==> src/rtl/decoder_scan_nm_if.sv <==
// Bus bundle for decoder_scan_nm: enable, mode, select, scan control in; decoded outputs and status out.
// The slave modport is the decoder side; the master modport is the driver side.
interface decoder_scan_nm_if #(
    parameter int SEL_W   = 4,
    parameter int DWELL_W = 8
);
    logic                  en_n_in;
    logic                  mode_in;
    logic [SEL_W-1:0]      sel_in;
    logic                  start_in;
    logic                  loop_in;
    logic [DWELL_W-1:0]    dwell_in;
    logic [(1<<SEL_W)-1:0] y_out;
    logic [SEL_W-1:0]      idx_out;
    logic                  busy_out;
    logic                  done_out;

    modport slave (
        input  en_n_in, mode_in, sel_in, start_in, loop_in, dwell_in,
        output y_out, idx_out, busy_out, done_out
    );

    modport master (
        output en_n_in, mode_in, sel_in, start_in, loop_in, dwell_in,
        input  y_out, idx_out, busy_out, done_out
    );
endinterface

==> src/rtl/decoder_scan_nm.sv <==
// Registered one-hot decoder with optional scan sequencer (built when DECODER_SCAN_EN is defined).
// Without DECODER_SCAN_EN it is a registered direct decoder; busy/done are tied low.
module decoder_scan_nm #(
    parameter int SEL_W   = 4,
    parameter int DWELL_W = 8,
    parameter bit ACT_LOW = 1'b0
) (
    input  logic                clk_in,
    input  logic                rst_in,
    decoder_scan_nm_if.slave    bus
);
    localparam int N = 1 << SEL_W;
    localparam logic [N-1:0] Y_IDLE = {N{ACT_LOW}};

    function automatic logic [N-1:0] f_onehot(input logic [SEL_W-1:0] i);
        f_onehot    = '0;
        f_onehot[i] = 1'b1;
    endfunction

    logic [N-1:0]     r_y;
    logic [SEL_W-1:0] r_idx;
    logic [N-1:0]     w_y_nxt;
    logic [SEL_W-1:0] w_idx_nxt;
    logic             w_act;

`ifdef DECODER_SCAN_EN
    // state  | meaning
    // S_IDLE | direct decode, or waiting for a scan start
    // S_RUN  | scanning; index advances after Dl+1 cycles each
    typedef enum logic {S_IDLE, S_RUN} state_t;

    localparam logic [SEL_W-1:0] IDX_LAST = '1;

    state_t             r_state, w_state_nxt;
    logic [DWELL_W-1:0] r_cnt, w_cnt_nxt;
    logic [DWELL_W-1:0] r_dl, w_dl_nxt;
    logic               r_busy, w_busy_nxt;
    logic               r_done, w_done_nxt;

    always_ff @(posedge clk_in) begin
        if (rst_in) begin
            r_state <= S_IDLE;
            r_cnt   <= '0;
            r_dl    <= '0;
            r_idx   <= '0;
            r_y     <= Y_IDLE;
            r_busy  <= 1'b0;
            r_done  <= 1'b0;
        end else begin
            r_state <= w_state_nxt;
            r_cnt   <= w_cnt_nxt;
            r_dl    <= w_dl_nxt;
            r_idx   <= w_idx_nxt;
            r_y     <= w_y_nxt;
            r_busy  <= w_busy_nxt;
            r_done  <= w_done_nxt;
        end
    end

    always_comb begin
        w_state_nxt = r_state;
        w_cnt_nxt   = r_cnt;
        w_dl_nxt    = r_dl;
        w_idx_nxt   = r_idx;
        w_act       = 1'b0;
        w_busy_nxt  = 1'b0;
        w_done_nxt  = 1'b0;
        case (r_state)
            S_IDLE: begin
                if (!bus.en_n_in) begin
                    if (!bus.mode_in) begin
                        w_act     = 1'b1;
                        w_idx_nxt = bus.sel_in;
                    end else if (bus.start_in) begin
                        w_dl_nxt    = bus.dwell_in;
                        w_cnt_nxt   = '0;
                        w_idx_nxt   = '0;
                        w_act       = 1'b1;
                        w_busy_nxt  = 1'b1;
                        w_state_nxt = S_RUN;
                    end
                end
            end
            S_RUN: begin
                if (bus.en_n_in) begin
                    w_state_nxt = S_IDLE;
                    w_cnt_nxt   = '0;
                end else if (r_cnt == r_dl) begin
                    w_cnt_nxt = '0;
                    if (r_idx == IDX_LAST) begin
                        w_done_nxt = 1'b1;
                        if (bus.loop_in) begin
                            w_idx_nxt  = '0;
                            w_act      = 1'b1;
                            w_busy_nxt = 1'b1;
                        end else begin
                            w_state_nxt = S_IDLE;
                        end
                    end else begin
                        w_idx_nxt  = r_idx + 1'b1;
                        w_act      = 1'b1;
                        w_busy_nxt = 1'b1;
                    end
                end else begin
                    w_cnt_nxt  = r_cnt + 1'b1;
                    w_act      = 1'b1;
                    w_busy_nxt = 1'b1;
                end
            end
            default: w_state_nxt = S_IDLE;
        endcase
        // The whole output word comes from one index, so at most one bit is ever active.
        w_y_nxt = Y_IDLE ^ (w_act ? f_onehot(w_idx_nxt) : '0);
    end

    assign bus.busy_out = r_busy;
    assign bus.done_out = r_done;
`else
    logic w_unused_scan;

    always_ff @(posedge clk_in) begin
        if (rst_in) begin
            r_idx <= '0;
            r_y   <= Y_IDLE;
        end else begin
            r_idx <= w_idx_nxt;
            r_y   <= w_y_nxt;
        end
    end

    always_comb begin
        w_act     = ~bus.en_n_in;
        w_idx_nxt = bus.en_n_in ? r_idx : bus.sel_in;
        w_y_nxt   = Y_IDLE ^ (w_act ? f_onehot(w_idx_nxt) : '0);
    end

    assign w_unused_scan = ^{bus.mode_in, bus.start_in, bus.loop_in, bus.dwell_in};
    assign bus.busy_out  = 1'b0;
    assign bus.done_out  = 1'b0;
`endif

    assign bus.y_out   = r_y;
    assign bus.idx_out = r_idx;
endmodule

==> src/flat_wrapper.sv <==
// flat-port wrapper written by rule: the top's interface ports become plain ports
module decoder_scan_nm_flat 
#(
    parameter int SEL_W   = 4,
    parameter int DWELL_W = 8,
    parameter bit ACT_LOW = 1'b0
)
  (clk_in, rst_in, bus_en_n_in, bus_mode_in, bus_sel_in, bus_start_in, bus_loop_in, bus_dwell_in, bus_y_out, bus_idx_out, bus_busy_out, bus_done_out);
  decoder_scan_nm_if #(.SEL_W(SEL_W), .DWELL_W(DWELL_W)) bus_i ();
  input  logic clk_in;
  input  logic rst_in;
  input wire logic [$bits(bus_i.en_n_in)-1:0] bus_en_n_in;
  input wire logic [$bits(bus_i.mode_in)-1:0] bus_mode_in;
  input wire logic [$bits(bus_i.sel_in)-1:0] bus_sel_in;
  input wire logic [$bits(bus_i.start_in)-1:0] bus_start_in;
  input wire logic [$bits(bus_i.loop_in)-1:0] bus_loop_in;
  input wire logic [$bits(bus_i.dwell_in)-1:0] bus_dwell_in;
  output wire logic [$bits(bus_i.y_out)-1:0] bus_y_out;
  output wire logic [$bits(bus_i.idx_out)-1:0] bus_idx_out;
  output wire logic [$bits(bus_i.busy_out)-1:0] bus_busy_out;
  output wire logic [$bits(bus_i.done_out)-1:0] bus_done_out;
  assign bus_i.en_n_in = bus_en_n_in;
  assign bus_i.mode_in = bus_mode_in;
  assign bus_i.sel_in = bus_sel_in;
  assign bus_i.start_in = bus_start_in;
  assign bus_i.loop_in = bus_loop_in;
  assign bus_i.dwell_in = bus_dwell_in;
  assign bus_y_out = bus_i.y_out;
  assign bus_idx_out = bus_i.idx_out;
  assign bus_busy_out = bus_i.busy_out;
  assign bus_done_out = bus_i.done_out;
  decoder_scan_nm #(.SEL_W(SEL_W), .DWELL_W(DWELL_W), .ACT_LOW(ACT_LOW)) u_core (.clk_in(clk_in), .rst_in(rst_in), .bus(bus_i));
endmodule
==> config.mk <==
export PLATFORM = sky130hd
export DESIGN_NAME = decoder_scan_nm_flat
export DESIGN_NICKNAME = d
export VERILOG_FILES = /design/src/rtl/decoder_scan_nm_if.sv /design/src/rtl/decoder_scan_nm.sv /design/src/flat_wrapper.sv
export SDC_FILE = /design/constraint.sdc
export NUM_CORES = 1
export LEC_CHECK = 0
export ABC_AREA = 1
export ABC_CLOCK_PERIOD_IN_PS = 900
export BUFFER_PORTS_ARGS = -buffer_cell sky130_fd_sc_hd__buf_2
export CORE_ASPECT_RATIO = 0.7
export CORE_MARGIN = 4
export CORE_UTILIZATION = 35
export DETAILED_ROUTE_END_ITERATION = 12
export GPL_TIMING_DRIVEN = 0
export PLACE_DENSITY = 0.65
export SETUP_SLACK_MARGIN = 0.3
export SLEW_MARGIN = 30
export SYNTH_ARGS = -nofsm -noshare
export SYNTH_HDL_FRONTEND = slang
export SYNTH_SLANG_ARGS = --single-unit
==> constraint.sdc <==
create_clock -name clk_in -period 0.9 [get_ports clk_in]
set_input_delay 0.045 -clock clk_in [delete_from_list [all_inputs] [get_ports clk_in]]
set_output_delay 0.045 -clock clk_in [all_outputs]
set_load 0.02 [all_outputs]
==> results.toml, run 1 <==
[synthesis]
synth_top_area_cell = "dfxtp_1"
synth-seq-cells = 20
synth_top_family_by_area = "simple AND/OR/NAND/NOR gates"
netlist_top_cells_area = "dfxtp_1, nor2_1, nand2_1"
yosys.area_share.adder = 0
synth-compound-area-share = 0.03860
synth_area_um2 = 713.2
yosysSeqAreaShare = 0.5614
synth_top_area_share = 0.5614
synth-simple-area-share = 0.3105
synth-xor-area-share = 0
avgSynthCellArea_um2 = 8.805
syn_inst = 81
synthDistinctLibCells = 16
yosysWarnings = 0
synthMuxAreaShare = 0

[placement]
port_buffers = 25
place_congestion = 0.7566
place_hpwl_um = 1145
pre_cts_slack_ns = 0.06789

[global_routing]
antenna_found_initial = 0
grt_pass1_vias = 605
grt_pass1_wl_um = 2677
grt_max_degree = 13
grt-ovfl-total = 0
grt.total_usage = 0.1339

[worst_setup_path]
r2r-end = "u_core.bus.y_out[9]"
critPathSlowestCell = "dfxtp_4"
end_kind = "flop"
r2r_start = "u_core.bus.idx_out[1]"
critPathTopFamily = "flip-flops"
reg2reg_depth = 5
cp-start-kind = "flop"
required_ns = 1.14
slowest_delay_ns = 0.38
critical_path_class = "reg2reg"
crit_buf_inv = 1
crit_chain = "inv_2, nand2_2, nand2_4, nand3_2, nor2_1"
cp_max_fo = 5
rrSetupSlack_ns = 0.02
cp.arrival_ns = 1.12

[floorplan]
die_h_um = 45.77
rows = 13
start_util = 0.3780
io_pins = 40
fp.dieW_um = 61.96
die_area_mm2 = 0.002835
coreArea_mm2 = 0.001887

[status]
violations = "hold timing"
status = "complete, but fails checks"

[sta]
clock_skew_ns = 0.005573
rsz0062_at_grt = "true"
fin_crit_sh = 0.9739
drv_slew = 0
timing.final.crit_period_ns = 0.8765
whs_ns = -0.02927
fmax_mhz = 1141
hold_viol = 3
setup_viol = 0
timing.final.ws_setup_ns = 0.02350

[cts]
clock_latency_ns = 0.31
cts-htree-levels = 1
cts_buffer_depth = 2
root_buffer = "clkbuf_4"
tritoncts = "done"
numCtsBuffers = 3
clkSlewWorstSetupHoldPaths_ns = 0.12
cts_sinks = 20

[cells_and_area]
utilization = 0.6412
antenna_cells = 0
layout-drive-gt1-share = 0.7895
syn2layout_area_growth_pct = 69.65
layout.nets = 133
final.fill_count = 151

[min_path]
holdPathEnd = "u_core.bus.idx_out[1]"
hold_class = "in2reg"
min_path_cells = 2
hold_start = "rst_in"

[job]
cap_viol_max_count = 0

[routing]
vias = 625
routed_wl_um = 1749
route.detailed.drc = 0
vias_per_cell = 4.596
routedWlPerCell_um = 12.86
detail_route.first_pass.iterations = 4
ant_nets = 0
drt_iter0_drc = 8

[power_and_ir_drop]
peakVddDrop_mv = 1.043
powerDensity_mw_per_mm2 = 1534
p_leak_nw = 0.5123
-- cell families after synthesis --
family	Yosys count
other	1
and+or+nand+nor	46
AOI/OAI and AO/OA	4
buffers and inverters	10
DFF	20
-- worst max path at each step --
stage | start | to | slack, ns | cells past startpoint
2_1_floorplan | u_core.bus.idx_out[1] | u_core.bus.y_out[12] | 0.12 | 5
3_3_place_gp | u_core.bus.idx_out[2] | u_core.bus.y_out[5] | 0.09 | 4
3_5_place_dp | u_core.bus.idx_out[1] | u_core.bus.y_out[12] | 0.07 | 5
4_1_cts | u_core.bus.idx_out[3] | bus_idx_out[3] | 0.04 | 1
5_1_grt | u_core.bus.idx_out[1] | u_core.bus.y_out[9] | -0.006 | 5
6_report | u_core.bus.idx_out[1] | u_core.bus.y_out[9] | 0.02 | 5
-- metal layers --
| metal | track usage | vias up | routed length, um |
|---|---|---|---|
| met3 | 0.06799 | 0 | 165 |
| met2 | 0.2149 | 27 | 897 |
| met4 | 0.02542 | 0 | 0 |
| met5 | 0 | - | 0 |
| li1 | - | 313 | - |
| met1 | 0.1618 | 285 | 687 |
-- flip-flops by register name, summed over array words and instances (netlist names) --
register	flops
u_core.bus.y_out	16
u_core.bus.idx_out	4
-- repair_timing --
action	in CTS	in global routing
gates cloned	0	0
hold endpoints to repair	4	2
endpoints found under the setup margin	40	40
resized for setup	73	12
setup buffers	1	2
pin swaps	11	8
-- where the power goes --
group	total [W]	switching, W	internal, W
Sequential	0.000920	0.0000185	0.000902
Combinational	0.000306	0.000184	0.000122
Clock	0.000630	0.000291	0.000339
-- through the flow --
stage               total power [W]   TNS, ns  cells  cell area, um^2
floorplan                  0.001079         0     82            732.0
global placement           0.001130         0    129            884.6
detailed placement         0.001137         0    129            884.6
CTS                        0.001835         0    134             1157
global route               0.001927  -0.01871    136             1210
finish                     0.001856         0    136             1210
-- synth_stat cells --
master / instances
o21ai_1: 2
nor3_1: 3
conb_1: 1
buf_6: 1
nand2_1: 15
dfxtp_1: 20
nand2_2: 4
buf_4: 2
nor2_1: 17
o21ai_2: 2
nor2_2: 1
nand3_1: 1
inv_1: 6
nor3_2: 1
nand3_2: 4
inv_8: 1
-- layout by cell type, fill, tap and decap left out --
cell,netlist,final
buf_6,1,23
dfxtp_2,0,16
nor2_1,17,9
nor2_2,1,9
nand2_1,15,8
nand2_2,4,7
buf_2,0,5
inv_1,6,4
nand2_4,0,4
nor3_2,1,4
o21ai_2,2,4
dfxtp_4,0,4
nand3_4,0,3
buf_4,2,3
clkbuf_4,0,3
inv_2,0,2
conb_1,1,2
inv_8,1,1
nand3_1,1,1
nand3_2,4,1
clkbuf_16,0,1
-- area by class of cell --
cell class	count	area (um^2)	share of cell area
buffer	3	26.28	0.02172
timing repair buffer	28	280.3	0.2316
inverter	7	33.78	0.02792
sequential	20	435.4	0.3599
tap	22	27.53	0.02275
clock buffer	4	47.55	0.03930
multi-input combinational	52	359.1	0.2968
Note: power is estimated with default switching activity, not from simulation.
==> run 2, diff against run 1 <==
- CORE_ASPECT_RATIO: 0.7 -> default
- CORE_UTILIZATION: 35 -> 41
- PLACE_DENSITY: 0.65 -> 0.74
==> results.toml, run 2 (synthesis results as in run 1) <==
[cells_and_area]
utilization = 0.7754
syn2layout_area_growth_pct = 71.40
layout-drive-gt1-share = 0.7876
layout.nets = 132
final_cell_mix = "buf_6, dfxtp_2, nor2_1"
finalNonFillerCells = 129
antenna_cells = 0
largest_reg_flops = 16
layout_commonest_cell = "buf_6"

[placement]
place_congestion = 0.8028
pre_cts_slack_ns = 0.07366
place_hpwl_um = 1042
port_buffers = 25
dp_cells = 123

[sta]
fin_setup_tns_ns = 0
hold_viol = 1
fmax_mhz = 1137
timing.final.crit_period_ns = 0.8798
fin_crit_sh = 0.9776
clock_skew_ns = 0.004028
rsz0062_at_grt = "true"
drv_slew = 0
timing.final.ws_setup_ns = 0.02020
setup_viol = 0
whs_ns = -0.005253

[global_routing]
grt-ovfl-total = 0
antenna_found_initial = 0
grt_max_degree = 13
grt_pass1_wl_um = 2980
grt_pass1_vias = 653
grt.total_usage = 0.1597

[worst_setup_path]
end_kind = "flop"
required_ns = 1.13
cp.arrival_ns = 1.11
critical_path_class = "reg2reg"
cp-start-kind = "flop"
cp_max_fo = 5

[routing]
ant_nets = 0
vias_per_cell = 4.814
vias = 621
route.detailed.drc = 0
drt_iter0_drc = 1
routed_wl_um = 1698
detail_route.first_pass.iterations = 2
routedWlPerCell_um = 13.16

[min_path]
hold_class = "in2reg"

[power_and_ir_drop]
powerDensity_mw_per_mm2 = 1498
p_leak_nw = 0.5168
peakVddDrop_mv = 0.9959

[floorplan]
start_util = 0.4524
die_h_um = 49.71
coreArea_mm2 = 0.001577
die_area_mm2 = 0.002471
rows = 14
fp.dieW_um = 49.71
io_pins = 40

[cts]
cts_sinks = 20
clock_latency_ns = 0.29
tritoncts = "done"
clkSlewWorstSetupHoldPaths_ns = 0.11
cts_buffer_depth = 2
cts-htree-levels = 1
numCtsBuffers = 3
root_buffer = "clkbuf_4"

[job]
cap_viol_max_count = 0

[status]
status = "complete, but fails checks"
violations = "hold timing"
==> run 2: cell count changes in the layout (fill, tap and decap cells not counted) <==
cell / previous run / this run
nand3_2: 1 / 0
nand2_2: 7 / 6
nor2_4: 0 / 2
buf_6: 23 / 22
nand3_4: 3 / 4
nor2_2: 9 / 7
nand2_8: 0 / 1
==> run 2: area by class of cell <==
type                    count  area (um^2)
fillers                   102        354.1
clock buffers               4        47.55
repair buffers             27        269.0
plain buffers               3        26.28
flip-flops and latches     20        435.4
multi-input cells          52        390.4
well taps                  16        20.02
inverters                   7        33.78
==> run 2: path summary, 6_finish.rpt <==
check | from | end | slack, ns | cells past startpoint
setup reg to reg | u_core.bus.idx_out[0] | u_core.bus.y_out[10] | 0.02 | 5
setup / recovery | u_core.bus.idx_out[0] | u_core.bus.y_out[10] | 0.02 | 5
hold / removal | rst_in | u_core.bus.idx_out[0] | -0.005 | 2
hold reg to reg | u_core.bus.idx_out[3] | u_core.bus.idx_out[3] | 0.54 | 2
==> run 2: per-stage QoR <==
stage / power [W] / hold WS [ns] / cell area, um^2
finish: 0.001831 / -0.005253 / 1222
CTS: 0.001801 / -0.02742 / 1144
global placement: 0.001129 / 0.2959 / 877.1
floorplan: 0.001079 / 0.1021 / 732.0
global route: 0.001913 / -0.01395 / 1222
detailed placement: 0.001134 / 0.3056 / 877.1
==> run 2: critical path: stages, from the launching register on <==
cell and delay, ns:
dfxtp_4 0.37, inv_2 0.05, nand2_2 0.05, nand2_4 0.12, nand3_4 0.11, nor2_2 0.12
==> run 2: what timing repair did <==
item,in CTS,in global routing
setup endpoints to repair,40,40
pin swaps,13,11
endpoints found under the hold margin,4,1
setup buffers,1,1
gates resized for setup,72,17
==> run 2: power breakdown <==
part | total (W) | leakage (nW) | switching [W] | internal (W)
Sequential | 0.000920 | 0.173 | 0.0000184 | 0.000902
Combinational | 0.000314 | 0.318 | 0.000195 | 0.000119
Clock | 0.000597 | 0.0261 | 0.000258 | 0.000339
==> run 2: routing by layer <==
metal	track usage	up-vias	wire length, um
li1	-	312	-
met1	0.1725	284	637
met2	0.2643	21	941
met3	0.05723	4	83
met4	0.09677	0	36
met5	0	-	0
==> run 3, diff against run 2 <==
- MAX_ROUTING_LAYER: default -> met4
==> results.toml, run 3 (synthesis results as in run 1) <==
[status]
status = "complete, but fails checks"
violations = "hold timing"

[min_path]
hold_start = "rst_in"
hold_class = "in2reg"
holdPathEnd = "u_core.bus.idx_out[0]"
min_path_cells = 2

[floorplan]
coreArea_mm2 = 0.001577
start_util = 0.4524
die_area_mm2 = 0.002471
io_pins = 40
rows = 14
die_h_um = 49.71
fp.dieW_um = 49.71

[routing]
drt_iter0_drc = 1
routedWlPerCell_um = 13.16
vias_per_cell = 4.814
detail_route.first_pass.iterations = 2
vias = 621
ant_nets = 0
routed_wl_um = 1698
route.detailed.drc = 0

[power_and_ir_drop]
internal-power_w = 0.001359
switchingPower_w = 0.0004719
peakVddDrop_mv = 0.9960
p_leak_nw = 0.5168
combPwrFrac = 0.172
clkPwrFrac = 0.326
p_total_w = 0.001831
p_sw_frac = 0.2577
seqPwrFrac = 0.502
powerDensity_mw_per_mm2 = 1498

[sta]
clock_skew_ns = 0.004037
fmax_mhz = 1137
hold_viol = 1
whs_ns = -0.005444
setup_viol = 0
fin_setup_tns_ns = 0
drv_slew = 0
fin_crit_sh = 0.9775
rsz0062_at_grt = "true"
timing.final.crit_period_ns = 0.8797

[worst_setup_path]
r2r-end = "u_core.bus.y_out[10]"
cp.arrival_ns = 1.11
required_ns = 1.13
critical_path_class = "reg2reg"
cp_max_fo = 5
r2r_start = "u_core.bus.idx_out[0]"
reg2reg_depth = 5
rrSetupSlack_ns = 0.02
end_kind = "flop"
cp-start-kind = "flop"

[global_routing]
grt_max_degree = 13
grt_pass1_wl_um = 2973
grt_pass1_vias = 654
grt-ovfl-total = 0
antenna_found_initial = 0
grt.total_usage = 0.1641

[cts]
cts-htree-levels = 1
cts_sinks = 20
clkSlewWorstSetupHoldPaths_ns = 0.11
numCtsBuffers = 3
clock_latency_ns = 0.29
root_buffer = "clkbuf_4"
tritoncts = "done"
cts_buffer_depth = 2

[cells_and_area]
layout-drive-gt1-share = 0.7876
layout_commonest_cell = "buf_6"
largest_reg_flops = 16
finalNonFillerCells = 129
layout.nets = 132
syn2layout_area_growth_pct = 71.40
antenna_cells = 0
final_cell_mix = "buf_6, dfxtp_2, nor2_1"

[placement]
dp_cells = 123
place_congestion = 0.8144
port_buffers = 25
place_hpwl_um = 1042

[job]
cap_viol_max_count = 0
==> run 3: cell counts in the layout (fill, tap and decap cells not counted) <==
Identical to the previous run, type by type.
==> run 3: power groups by stage <==
stage | registers, W | clock network [W] | logic [W]
2_1_floorplan | 0.000958 | 0 | 0.000121
3_3_place_gp | 0.000932 | 0 | 0.000196
3_5_place_dp | 0.000933 | 0 | 0.000202
4_1_cts | 0.000919 | 0.000613 | 0.000269
5_1_grt | 0.000923 | 0.000653 | 0.000336
6_report | 0.000920 | 0.000597 | 0.000314
==> run 3: layer usage <==
metal  wire [um]  vias up  GRT usage
li1            -      312          -
met1         637      284     0.1725
met2         941       21     0.2643
met3          85        4    0.05723
met4          34        0    0.09677
met5           0        -          -
==> run 3: what timing repair did <==
action,CTS,global route
endpoints found under the setup margin,40,40
gates resized for setup,72,17
pin swaps,13,11
setup buffers,1,1
endpoints found under the hold margin,4,1
==> run 3: worst max-delay path, cell delays in order, from the launching register on <==
cell and delay [ns]:
dfxtp_4 0.37, inv_2 0.05, nand2_2 0.05, nand2_4 0.12, nand3_4 0.11, nor2_2 0.12
==> run 3: per-stage QoR <==
step / utilization / setup WS [ns] / instance area, um^2
final: 0.7754 / 0.02025 / 1222
after CTS: 0.7254 / 0.05227 / 1144
after global routing: 0.7754 / -0.01896 / 1222
after detailed placement: 0.5563 / 0.07366 / 877.1
after floorplan: - / 0.1238 / 732.0
after global placement: 0.5563 / 0.1026 / 877.1
==> run 3: how the worst max path moves through the flow <==
stage | startpoint | slack, ns | to
after floorplan | u_core.bus.idx_out[1] | 0.12 | u_core.bus.y_out[12]
after global routing | u_core.bus.idx_out[0] | -0.02 | u_core.bus.y_out[15]
after detailed placement | u_core.bus.idx_out[2] | 0.07 | u_core.bus.y_out[13]
final | u_core.bus.idx_out[0] | 0.02 | u_core.bus.y_out[10]
after global placement | u_core.bus.idx_out[2] | 0.10 | u_core.bus.y_out[13]
after CTS | u_core.bus.idx_out[0] | 0.05 | bus_idx_out[0]
==> run 3: final cells by class <==
cell class                 count  area, um^2
buffer                         3       26.28
clock buffer                   4       47.55
fill                         102       354.1
inverter                       7       33.78
multi-input combinational     52       390.4
sequential                    20       435.4
tap                           16       20.02
timing repair buffer          27       269.0
